--- src/rtl/segment_swap_scheduler.sv ---
// segment_swap_scheduler
// Selects which half of a double-buffered segment pair (0/1) the MOD/STM
// index generator reads. A segment-change request is latched together with
// its transition mode and taken when that mode's condition holds: loop
// boundary (SYNC_IDX), system time (SYS_TIME) or a GPIO rising edge (GPIO).
// Completed loops are counted per segment; a finite repeat count raises STOP
// once exhausted (an all-ones repeat count means play forever).
// Optional feature: define SEGMENT_SWAP_EXT_EN to enable EXT mode (0xF0),
// which swaps like SYNC_IDX and then ping-pongs between segments on its own
// at every exhausted repeat count instead of stopping.
module segment_swap_scheduler #(
    parameter int REP_WIDTH      = 16,
    parameter int SYS_TIME_WIDTH = 57
) (
    input  logic                      CLK,
    input  logic                      RST_N,
    input  logic                      UPDATE_SETTINGS,
    input  logic                      REQ_RD_SEGMENT,
    input  logic [REP_WIDTH-1:0]      REP0,
    input  logic [REP_WIDTH-1:0]      REP1,
    input  logic [7:0]                TRANSITION_MODE,
    input  logic [63:0]               TRANSITION_VALUE,
    input  logic [SYS_TIME_WIDTH-1:0] SYS_TIME,
    input  logic [3:0]                GPIO_IN,
    input  logic                      LOOP_END,
    output logic                      SEGMENT,
    output logic                      SWAP,
    output logic                      STOP,
    output logic                      PENDING,
    output logic [REP_WIDTH-1:0]      LOOP_CNT
);

    localparam logic [0:0] ST_IDLE = 1'b0;
    localparam logic [0:0] ST_WAIT = 1'b1;

    localparam logic [7:0] MODE_SYNC_IDX = 8'h00;
    localparam logic [7:0] MODE_SYS_TIME = 8'h01;
    localparam logic [7:0] MODE_GPIO     = 8'h02;
`ifdef SEGMENT_SWAP_EXT_EN
    localparam logic [7:0] MODE_EXT      = 8'hF0;
`endif

    localparam logic [REP_WIDTH-1:0] CNT_ZERO = {REP_WIDTH{1'b0}};
    localparam logic [REP_WIDTH-1:0] CNT_ONE  = {{(REP_WIDTH-1){1'b0}}, 1'b1};
    localparam logic [REP_WIDTH-1:0] CNT_ALL  = {REP_WIDTH{1'b1}};

    // Modes that may be latched; anything else cancels a pending request.
    function automatic logic mode_is_valid(input logic [7:0] mode);
        logic ok;
        case (mode)
            MODE_SYNC_IDX, MODE_SYS_TIME, MODE_GPIO: ok = 1'b1;
`ifdef SEGMENT_SWAP_EXT_EN
            MODE_EXT:                                ok = 1'b1;
`endif
            default:                                 ok = 1'b0;
        endcase
        return ok;
    endfunction

    logic [0:0]                state_r;
    logic                      req_seg_r;
    logic [7:0]                req_mode_r;
    logic [SYS_TIME_WIDTH-1:0] req_value_r;
    logic [3:0]                gpio_prev_r;
    logic                      segment_r;
    logic                      swap_r;
    logic                      stop_r;
    logic [REP_WIDTH-1:0]      loop_cnt_r;

    logic [REP_WIDTH-1:0]      rep_s;
    logic [1:0]                gpio_sel_s;
    logic                      gpio_edge_s;
    logic                      time_reached_s;
    logic                      swap_cond_s;
    logic                      loop_step_s;
    logic                      rep_inf_s;
    logic                      exhaust_s;
    logic                      ext_active_s;
    logic                      auto_toggle_s;

    // Swap condition of the latched request and loop-count qualifiers.
    always_comb begin
        rep_s          = segment_r ? REP1 : REP0;
        gpio_sel_s     = req_value_r[1:0];
        gpio_edge_s    = GPIO_IN[gpio_sel_s] & ~gpio_prev_r[gpio_sel_s];
        time_reached_s = (SYS_TIME >= req_value_r);
        swap_cond_s    = 1'b0;
        if (state_r == ST_WAIT) begin
            case (req_mode_r)
                MODE_SYNC_IDX: swap_cond_s = LOOP_END | stop_r;
                MODE_SYS_TIME: swap_cond_s = time_reached_s;
                MODE_GPIO:     swap_cond_s = gpio_edge_s;
`ifdef SEGMENT_SWAP_EXT_EN
                MODE_EXT:      swap_cond_s = LOOP_END | stop_r;
`endif
                default:       swap_cond_s = 1'b0;
            endcase
        end else begin
            swap_cond_s = 1'b0;
        end
        loop_step_s = LOOP_END & ~stop_r;
        rep_inf_s   = &rep_s;
        exhaust_s   = loop_step_s & ~rep_inf_s & (loop_cnt_r == rep_s);
    end

`ifdef SEGMENT_SWAP_EXT_EN
    logic ext_active_r;

    // Remember whether the last request-driven swap was an EXT swap.
    always_ff @(posedge CLK) begin
        if (!RST_N) begin
            ext_active_r <= 1'b0;
        end else if (swap_cond_s) begin
            ext_active_r <= (req_mode_r == MODE_EXT);
        end
    end

    assign ext_active_s  = ext_active_r;
    // Ping-pong only when no request is waiting; a pending request has priority.
    assign auto_toggle_s = ext_active_r & (state_r == ST_IDLE) & exhaust_s;
`else
    assign ext_active_s  = 1'b0;
    assign auto_toggle_s = 1'b0;
`endif

    // Request latch: last valid write wins, invalid write cancels, swap retires.
    always_ff @(posedge CLK) begin
        if (!RST_N) begin
            state_r     <= ST_IDLE;
            req_seg_r   <= 1'b0;
            req_mode_r  <= 8'h00;
            req_value_r <= {SYS_TIME_WIDTH{1'b0}};
        end else if (UPDATE_SETTINGS) begin
            if (mode_is_valid(TRANSITION_MODE)) begin
                state_r     <= ST_WAIT;
                req_seg_r   <= REQ_RD_SEGMENT;
                req_mode_r  <= TRANSITION_MODE;
                req_value_r <= TRANSITION_VALUE[SYS_TIME_WIDTH-1:0];
            end else begin
                state_r <= ST_IDLE;
            end
        end else begin
            case (state_r)
                ST_WAIT: begin
                    if (swap_cond_s) begin
                        state_r <= ST_IDLE;
                    end
                end
                default: state_r <= ST_IDLE;
            endcase
        end
    end

    // Active segment, swap strobe, loop counter and stop flag.
    always_ff @(posedge CLK) begin
        if (!RST_N) begin
            gpio_prev_r <= 4'b0000;
            segment_r   <= 1'b0;
            swap_r      <= 1'b0;
            stop_r      <= 1'b0;
            loop_cnt_r  <= CNT_ZERO;
        end else begin
            gpio_prev_r <= GPIO_IN;
            swap_r      <= 1'b0;
            if (swap_cond_s) begin
                // A LOOP_END consumed here is not counted in the new segment.
                segment_r  <= req_seg_r;
                swap_r     <= 1'b1;
                stop_r     <= 1'b0;
                loop_cnt_r <= CNT_ZERO;
            end else if (auto_toggle_s) begin
                segment_r  <= ~segment_r;
                swap_r     <= 1'b1;
                loop_cnt_r <= CNT_ZERO;
            end else if (loop_step_s) begin
                if (rep_inf_s) begin
                    if (loop_cnt_r != CNT_ALL) begin
                        loop_cnt_r <= loop_cnt_r + CNT_ONE;
                    end
                end else begin
                    loop_cnt_r <= loop_cnt_r + CNT_ONE;
                    if (exhaust_s && !ext_active_s) begin
                        stop_r <= 1'b1;
                    end
                end
            end
        end
    end

    assign SEGMENT  = segment_r;
    assign SWAP     = swap_r;
    assign STOP     = stop_r;
    assign PENDING  = (state_r == ST_WAIT);
    assign LOOP_CNT = loop_cnt_r;

endmodule

--- config.mk ---
export PLATFORM = sky130hd
export DESIGN_NAME = segment_swap_scheduler
export DESIGN_NICKNAME = d
export VERILOG_FILES = /design/src/rtl/segment_swap_scheduler.sv
export SDC_FILE = /design/constraint.sdc
export NUM_CORES = 1
export LEC_CHECK = 0
export CORE_ASPECT_RATIO = 0.6
export CORE_MARGIN = 3
export CORE_UTILIZATION = 41
export CTS_CLUSTER_DIAMETER = 30
export DETAILED_ROUTE_END_ITERATION = 10
export GPL_ROUTABILITY_DRIVEN = 0
export PLACE_DENSITY = 0.86
export SYNTH_ARGS = -nofsm -noshare
export SYNTH_HDL_FRONTEND = slang
export SYNTH_SLANG_ARGS = --single-unit
export TNS_END_PERCENT = 30
--- constraint.sdc ---
create_clock -name CLK -period 2.2 [get_ports CLK]
set_input_delay 0.33 -clock CLK [delete_from_list [all_inputs] [get_ports CLK]]
set_output_delay 0.33 -clock CLK [all_outputs]
set_load 0.05 [all_outputs]
* Word level (Yosys, flattened, before mapping)
Index checks and enable logic that the tools add are counted.
** Cells by class
- Add/subtract/negate cells :: 1
- Order comparisons :: 2
- Equality and inequality tests :: 7
- Multiplexer cells :: 17
- Bitwise operators :: 9
- Reduce and logical (&&, ||, !) cells :: 8
** Operators with widths (count)
- greater-or-equal comparator 57 bit :: 1
- 2-to-1 mux 16 bit :: 3
- adder 16 x 1 -> 16 bit, second input constant :: 1
- equality test 16 bit :: 1
- equality test 8 x 1 -> 1 bit, second input constant :: 2
- equality test 8 x 2 -> 1 bit, second input constant :: 2
- logical NOT 8 bit :: 2
- != test 16 bit, second input constant :: 1
- AND reduction 16 bit :: 1
- 2-to-1 mux 1 bit :: 11
- AND 1 bit :: 4
- binary-select mux 1 bit (select 2 bit) :: 2
- NOT 1 bit :: 4
- AND reduction 2 bit :: 2
- less-than comparator 2 x 3 -> 1 bit, second input constant :: 1
- one-hot mux 1 bit (3 select lines) :: 1
- AND reduction 3 bit :: 1
- OR reduction 3 bit :: 1
- != test 2 x 1 -> 1 bit, second input constant :: 1
- OR reduction 2 bit :: 1
- OR 1 bit :: 1
** Storage, ports and cells
- Register bits :: 90
- Input bits :: 170
- Output and inout bits :: 20
- Word-level logic and storage cells :: 53

* Longest topological paths before layout
- Word-level depth :: 9
- Depth in mapped cells :: 10

* Worst setup path after synthesis
No wires, ideal clock.
- Path kind :: reg2reg
- Start point :: register segment_r, in the netlist SEGMENT
- End point :: register loop_cnt_r[0], in the netlist LOOP_CNT[0]
- Data arrival time :: 2.182 ns
- Required time :: 2.072 ns
- Path slack :: -0.111 ns
- Cell stages (with the launch flop) :: 10
- Period minus slack after synthesis :: 2.311 ns
- Cell sequence :: dfxtp_1 -> buf_6 -> mux2i_1 -> or4_1 -> a21oi_2 -> nand4b_4 -> buf_6 -> nand2_1 -> xor2_1 -> nor2_1
** Between the ends
- Word-level cells in the longest chain between the ends :: 4
** RTL lines
- start, declared :: line 65 : logic segment_r;
- start signal, assigned :: line 167 : segment_r <= req_seg_r;
- start signal, assigned :: line 172 : segment_r <= ~segment_r;
- 2-to-1 mux 16 bit (*) :: line 83 : rep_s = segment_r ? REP1 : REP0;
- AND reduction 16 bit (*) :: line 102 : rep_inf_s = &rep_s;
- != test 2 x 1 -> 1 bit (no line)
- AND reduction 2 bit (no line)
- end signal, assigned :: line 178 : loop_cnt_r <= loop_cnt_r + CNT_ONE;
- end signal, assigned :: line 181 : loop_cnt_r <= loop_cnt_r + CNT_ONE;
- end, declared :: line 68 : logic [REP_WIDTH-1:0] loop_cnt_r;
Mark *: on every way between the ends. The rest lies on a longest branch, timed or not.
A chain may end at the register's enable or synchronous reset.

* Worst setup path in the final report
- Start point :: input SYS_TIME[51]
- End point :: register loop_cnt_r[4], in the netlist LOOP_CNT[4]
** Between the ends
- Word-level cells in the longest chain between the ends :: 4
** RTL lines
- start, declared :: line 23 : input logic [SYS_TIME_WIDTH-1:0] SYS_TIME,
- greater-or-equal comparator 57 bit :: line 86 : time_reached_s = (SYS_TIME >= req_value_r);
- one-hot mux 1 bit (3 select lines) :: line 89 : case (req_mode_r)
- 2-to-1 mux 1 bit :: line 88 : if (state_r == ST_WAIT) begin
- OR reduction 2 bit (no line)
No other way between the ends.

==> summary.txt <==
========================================================================================
Outcome                                                                     finished, violations left
Violations in the final reports                                             negative setup slack
Max Fclk                                                                         423 MHz
Synth cell types                                                                      47
Number of synthesized register bits                                                   90
Clock Sink Count                                                                      90
Met1 track utilization from global routing                                         31.1%
GRT overflow                                                                           0
P&R area growth vs syn                                                             60.9%
Endpoint of the most critical setup path                                     LOOP_CNT[4]
Signal arrival time at the worst endpoint                                        2.60 ns
Post-placement cell count                                                           1047
Vias after detailed routing                                                         5646
Tot Pwr                                                                          3.93 mW
Type of element launching the critical path                                 primary input
Max Transition Viols Final                                                             0
Setup WS post-layout                                                           -0.165 ns
Unrepaired setup endpoints after global routing                                      yes
Area fraction of the dominant cell type after synthesis                            33.4%
Worst setup slack for register-to-register paths                                -0.13 ns
Final-report setup violation count                                                    19
Hold-fix buffer count after cts                                                        0
Total Routed Length                                                             18100 µm
Fraction of synthesis flops using an asynchronous set or reset pin                    0%
Count of cells along the worst register-to-register path                              11
Via count of the first global-routing pass                                          5126
Area of the die                                                                14600 µm²
Yosys warnings                                                                         0
Critical Path Sink Type                                                             flop
Static leakage                                                                   3.29 nW
Maximum number of pins on one net before global-route repair                          48
Count of TritonRoute iterations in the first routing pass                              4
Master cell of the clock root buffer                                           clkbuf_16
Total power density per cell area                                             452 nW/µm²
Relative slew slack                                                                61.0%
Number of DRC markers in iteration 0                                                 329
DR DRC count                                                                           0
Critical Path Start                                                         SYS_TIME[51]
Final hold vios                                                                        0
CORE AREA                                                                      12500 µm²
CTS tree                                                                           built
Clk Latency, worst-skew pair                                                     0.34 ns
Number of clock buffers inserted by TritonCTS                                          9
Combined global-route utilization of all metal layers                              21.5%
Worst Path Buf+Inv                                                                     2
Number of buffers on the longest clock path                                            2
Clock skew after layout                                                        0.0107 ns
Data required, critical path                                                     2.43 ns
Top delay family on crit path                                               simple AND/OR/NAND/NOR gates
Number of antenna violations at the first check in global routing                      1
Post-route ant nets                                                                    0
Syn Std Cell Area                                                               5400 µm²
Die outline width                                                                 154 µm
Post-route insts no fill                                                            1076
Fraction of final layout cells with drive strength greater than 1                  18.4%
Beginning of the worst register-to-register path                            req_value_r[35]
Final HPWL DP                                                                   12700 µm
Number of enable flip-flop cells after synthesis                                       0
Synthesized Nets                                                                     907
Number of cells on the worst hold path                                                 3
Most congested layer reported by global routing                                     met2
Dominant synthesized flop cell                                                   dfxtp_1
Transition at the pin with the smallest max-transition slack                    0.583 ns
Clock Pin Slew Worst Setup and Hold Paths                                        0.06 ns
Starting utilization of the core area                                              43.3%
Mean Syn Cell Area                                                              7.95 µm²
Slowest stage cell, crit path                                               clkdlybuf4s50_1
Type of the tightest min-delay check                                              in2reg
Capturing point of the worst reg2reg path                                    LOOP_CNT[4]
Cells after Synth                                                                    679
Chain of cells forming the critical path                                    clkdlybuf4s50_1 -> ha_1 -> nand4_1 -> nor4bb_4 -> nand3_1 -> o21ai_2 -> a21oi_2 -> o211ai_4 -> clkbuf_16 -> nor2_1
Most numerous cell types in the synthesized netlist                         153 x nand2_1, 90 x dfxtp_1, 64 x inv_1, 60 x a21boi_0, 58 x ha_1
Met3 Resource Use GR                                                               4.99%
Largest driver fanout on the critical path                                             8
Max Cap Violations                                                                     0
Pre-CTS setup slack                                                            -0.630 ns
Top cell type by total area after synthesis                                      dfxtp_1
Met2 track demand over resource in global routing                                  32.2%
Number of cells on the critical path                                                  10
Slowest Stage Delay on Critical Path                                             0.43 ns
Proportion of synthesized chip area in sequential cells                            33.4%
Wirelength per Cell                                                              16.8 µm
Number of nets in the layout                                                        1134
Maximum ir drop on the vdd rail                                                 0.409 mV
Detailed-route vias per instance                                                    5.25
CTS H-tree lvls                                                                        3
Boundary pin count                                                                   190
Wire length of the first global-routing pass                                    25100 µm
Category of the critical setup timing path                                        in2reg
Chip Height                                                                      94.9 µm
Std-Cell Rows                                                                         31
Most frequently used cell type in the post-synthesis netlist                     nand2_1
Quantity of I/O buffers inserted on ports                                            182
Leading post-synthesis cells by cell area                                   dfxtp_1 33%, ha_1 13%, nand2_1 11%, a21boi_0 8.3%, inv_1 4.5%
Time the worst path needs with I/O delays and setup                              2.37 ns
Portion of the clock cycle consumed by the worst path in the final layout           108%
========================================================================================
stage by stage:
step,util [%],hold slack (ns),TNS (ns),area (µm²)
floorplan,-,0.431,0,5400
global placement,61.8,0.448,-11.85,7700
detailed placement,61.8,0.450,-12.04,7700
CTS,64.8,0.348,-1.17,8060
global route,69.7,0.378,-3.99,8680
finish,69.7,0.379,-2.50,8680
cell families (layout without fill, tap and decap cells):
kind of cell	Yosys count	after routing	share of synthesized area (%)
adder cells (fa/ha/maj)	58	58	13.4
flip-flops	90	90	33.4
other	0	1	0
XOR/XNOR	28	28	4.54
multiplexers	14	14	2.60
buffers and inverters	92	322	6.89
AND/OR/NAND/NOR	269	270	23.4
AO/OA/AOI/OAI	128	128	15.7
flip-flops by register name (all words and copies together), names as in the netlist:
name	count
SEGMENT	1
gpio_prev_r	4
req_mode_r	8
req_seg_r	1
req_value_r	57
STOP	1
PENDING	1
LOOP_CNT	16
SWAP	1
layout by cell type (no fill, tap or decap), types with 19 or more instances in the layout:
cell,count
a21boi_0,60
clkdlybuf4s50_1,155
nand4_1,22
ha_4,19
ha_1,39
dlymetal6s2s_1,21
inv_1,55
nand2_1,152
dfxtp_2,19
buf_4,57
dfxtp_1,71
a21oi_1,24
worst min path at each step:
| stage | startpoint | slack [ns] | end |
|---|---|---|---|
| floorplan | req_seg_r | 0.43 | SEGMENT |
| global placement | req_seg_r | 0.45 | SEGMENT |
| detailed placement | req_seg_r | 0.45 | SEGMENT |
| CTS | RST_N | 0.35 | SEGMENT |
| global route | RST_N | 0.38 | PENDING |
| finish | RST_N | 0.38 | PENDING |
tightest hold or removal path, stage by stage:
cell and delay, ns:
buf_2 0.19, nand2_1 0.09, o21ai_1 0.05
layer usage:
layer	routed length (µm)	share of wire (%)	vias to the layer above
met1	8290	46	2599
li1	-	-	2772
met5	7	0.039	-
met3	1480	8.2	33
met4	351	1.9	2
met2	7990	44	240
final cells by class:
class,count,area [µm²]
diodes,1,2.50
well taps,165,206
multi-input cells,498,3710
repair buffers,243,2390
flip-flops and latches,90,1830
clock buffers,11,253
clock inverters,4,51.3
inverters,64,240
fillers,878,3770
where the power goes:
| group | switching [mW] | internal [mW] | total, mW |
|---|---|---|---|
| Sequential | 0.0105 | 1.64 | 1.65 |
| Clock | 0.639 | 0.936 | 1.58 |
| Combinational | 0.265 | 0.436 | 0.701 |
| Total | 0.914 | 3.01 | 3.93 |
timing repair:
action | CTS | global route
endpoints found under the hold margin | 0 | 0
setup endpoints to repair | 20 | 20
cloned | 0 | 3
setup buffers | 1 | 9
gates resized for setup | 20 | 104
pin swaps | 2 | 57
(Power assumes the default switching activity.)
==> variant 1: new RTL, config.mk and constraints unchanged <==
The parameter `REP_WIDTH` goes from 16 to 32.
--- a/src/rtl/segment_swap_scheduler.sv
+++ b/src/rtl/segment_swap_scheduler.sv
@@ -11,3 +11,3 @@
 module segment_swap_scheduler #(
-    parameter int REP_WIDTH      = 16,
+    parameter int REP_WIDTH      = 32,
     parameter int SYS_TIME_WIDTH = 57
Ports: changed (resized LOOP_CNT, REP0 and REP1); port bits go from 190 to 238. The function was not compared with the original's and may differ.
==> variant 1 against the unedited design <==
Wire length grew 39%; final area is 26% higher; sequential cell count increased by 16; critical endpoint is now LOOP_CNT[20]$_SDFFE_PP0P_; area after synthesis is 27% higher; the flow still finishes with violations (negative setup slack); hold slack better by 0.078 ns; via count increased by 33%; register-to-register slack got worse by 0.41 ns; setup slack got worse by 0.37 ns; non-clock buffer count grew 111; power rose by 13%; combinational power up 12%.
==> variant 1: results (changes against the unedited design) <==
Status
  – Status: finished, violations left
  – Violated checks: negative setup slack

Layout
  – Antenna cells: 0 (-1)
  – Non-clock buffer instance count of the final layout: 354 (+46%)
  – Fill cell count: 1252 (+43%)
  – Nets: 1423 (+25%)
  – Comb_multi_in: 623 (+25%)
  – Fraction of area in multi-input gates: 41.1% (-1.6 points)

Logic synthesis
  – Net Count, Synth: 1098 (+21%)
  – Post-synthesis compound-gate area fraction: 18.4% (+2.6 points)
  – Syn_area_per_cell: 8.16 um^2 (+2.6%)
  – Cell variety after synth: 61 (+30%)
  – Top post-synthesis cells by area: dfxtp_1 31%, ha_1 11%, nand2_1 8.2%, a21oi_1 6.2%, mux2i_1 3.8%

GRT
  – First-pass GRT wire length: 39.2 mm (+57%)
  – Number of global-route vias before repair: 7449 (+45%)
  – Initial antenna violation count: 0 (-1)
  – Largest net degree at the start of global routing: 37 (-23%)
  – GRT Util Overall: 26.3% (+4.8 points)

Detailed routing
  – WL final: 25.2 mm (+39%)
  – DR pass1 iterations: 6 (+2)
  – DR vias: 7525 (+33%)

Worst setup path
  – Worst R2R Start: req_value_r[33]$_SDFFE_PN0P_
  – CP Max Fanout: 5 (-3)
  – Critical Path AT: 2.95 ns (+0.35 ns)
  – WS Path Type: reg2reg

STA
  – Worst slew pin tran: 0.538 ns (-0.0452 ns)
  – Setup-failing EPs final: 36 (+17)
  – Worst setup margin: -0.536 ns (-0.371 ns)
  – Fin Setup TNS: -17.22 ns (-14.71 ns)
  – Skew final: 0.0142 ns (+0.00347 ns)

Clocking
  – Setup bufs post-CTS: 9 (+8)
  – Post-CTS sizing: 52 (+160%)
  – Clk pin slew, worst setup/hold paths: 0.08 ns (+0.02 ns)
  – CTS Sinks: 106 (+18%)

Placement
  – Area after DPL: 10100 um^2 (+32%)
  – IO buf count: 230 (+26%)
  – Pre-CTS WS: -0.857 ns (-0.227 ns)

Power and ir drop
  – Sequential cell power: 1.93 mW (+17%)
  – Clock group: 1.73 mW (+9%)
  – PnR Total Power: 4.45 mW (+13%)
  – Leakage Power: 3.96 nW (+20%)
  – Net Sw Frac: 24.1% (+0.80 points)
  – IR drop worst, VDD: 0.000362 V (-11%)

Min path
  – Hold wc startpoint: req_value_r[54]$_SDFFE_PN0P_
  – HP Class: reg2reg
  – Worst Hold Depth: 2 (-1)

Floorplanning
  – Die Area: 18300 um^2 (+25%)
## variant 1: changes by cell type after synthesis, moves of 10 or more
cell / before / now
a21boi_0: 60 / 0
a21oi_1: 33 / 85
nor2_1: 25 / 5
a211oi_1: 1 / 20
dfxtp_1: 90 / 106
a211oi_2: 0 / 14
o31ai_1: 1 / 15
or4_1: 3 / 16
mux2i_1: 14 / 26
nand3_1: 14 / 25
nand4_1: 22 / 32
o21ai_1: 1 / 11
xor2_1: 12 / 22
## variant 1: logic make-up after synthesis
logic type,count (synthesis)
multiplexers,26
adder cells (fa/ha/maj),58
buffers and inverters,109
flip-flops,106
AO/OA/AOI/OAI,187
AND/OR/NAND/NOR,320
XOR/XNOR,32
## variant 1: metal layers
layer	vias up	part of all wire (%)	global-route usage, %
met4	0	1.5	5.61
li1	3652	-	-
met3	36	8.2	6.32
met1	3500	47	37.4
met5	-	0	0
met2	337	43	40.5
==> variant 2: new RTL, config.mk and constraints unchanged <==
Made on the original files. Register the output `LOOP_CNT` once more, cleared by the reset; this adds one clock of latency there. The other outputs are not delayed to match.
--- a/src/rtl/segment_swap_scheduler.sv
+++ b/src/rtl/segment_swap_scheduler.sv
@@ -193,3 +193,9 @@
     assign PENDING  = (state_r == ST_WAIT);
-    assign LOOP_CNT = loop_cnt_r;
+    always_ff @(posedge CLK) begin
+        if (!RST_N) begin
+            LOOP_CNT <= '0;
+        end else begin
+            LOOP_CNT <= loop_cnt_r;
+        end
+    end
 
Formal check against the unedited RTL: not equivalent (Yosys sat finds a counterexample within 4 cycles, from zero or initial values and one cycle with RST_N low).
==> variant 2 against the unedited design <==
The run still ends with negative setup slack left; sequential cell count rose by 16; clock skew rose by 0.0041 ns; via count rose by 4.4%; critical path depth rose by 2; fmax down 1.4%; setup slack lost 0.033 ns; power grew 7.7%; core utilization decreased by 3.9 points; wire length grew 3.9%; count of clock-buffer cells in the layout decreased by 1; final area grew 5.2%; area after synthesis increased by 9.3%; critical endpoint is now SEGMENT$_SDFFE_PN0P_; largest power group unchanged.
==> variant 2: results (changes against the unedited design) <==
STA
  – Hold_ws: 0.428 ns (+0.0484 ns)
  – Worst setup margin: -0.198 ns (-0.0331 ns)
  – Setup-failing EPs final: 20 (+1)

Worst setup path
  – Worst R2R Start: req_value_r[15]$_SDFFE_PN0P_
  – R2R setup slack: -0.19 ns (-0.06 ns)
  – CP Max Fanout: 4 (-4)
  – Worst r2r path cells: 12 (+1)
  – Critical Path AT: 2.66 ns (+0.06 ns)

Detailed routing
  – Metal2 WL: 8.34 mm (+4.4%)
  – WL final: 18.8 mm (+3.9%)
  – Vias per cell: 5.20 (-0.88%)
  – Met1 wire length: 8.84 mm (+6.6%)
  – DR pass1 iterations: 5 (+1)

Layout
  – Non-clock buffer instance count of the final layout: 246 (+1.2%)
  – Final Non-Filler Cells: 1133 (+5.3%)
  – Nets: 1164 (+2.6%)
  – Layout cells sized above 1: 18.9% (+0.56 points)
  – Fill cell count: 1109 (+26%)

Status
  – Status: finished, violations left
  – Violated checks: negative setup slack

Logic synthesis
  – Cell variety after synth: 57 (+21%)

Power and ir drop
  – IR drop worst, VDD: 0.000349 V (-15%)

GRT
  – Met3 GRT Util: 5.42% (+0.43 points)
  – Number of global-route vias before repair: 5643 (+10%)
  – Largest net degree at the start of global routing: 45 (-6.3%)
[variant 2: cell count changes after synthesis, moves of 4 or more]
cell      unedited run  this run
a21o_1               0         8
a21oi_1             33        28
and2_1               5        21
clkbuf_1            22        27
dfxtp_1             90       106
nand2_1            153       141
nor2b_1              5         0
nor4_1               5        13
o21ai_0             16        11
xnor2_1             16        20
[variant 2: per-stage QoR]
stage | utilization [%] | power (mW) | setup TNS, ns | setup slack, ns
after floorplan | - | 2.20 | 0 | 0.0113
after global placement | 59.2 | 2.58 | -8.84 | -0.490
after CTS | 63.6 | 4.20 | 0 | 0.000287
after detailed placement | 59.2 | 2.60 | -9.83 | -0.534
final | 65.8 | 4.23 | -2.85 | -0.198
after global routing | 65.8 | 4.38 | -4.55 | -0.292
[variant 2: cells by family after synthesis]
family          share of synthesized area (%)
fa+ha+maj                                12.3
compound gates                           15.3
mux                                      2.74
buf+inv                                  6.22
xor+xnor                                 4.31
simple gates                             23.1
flops                                    36.0
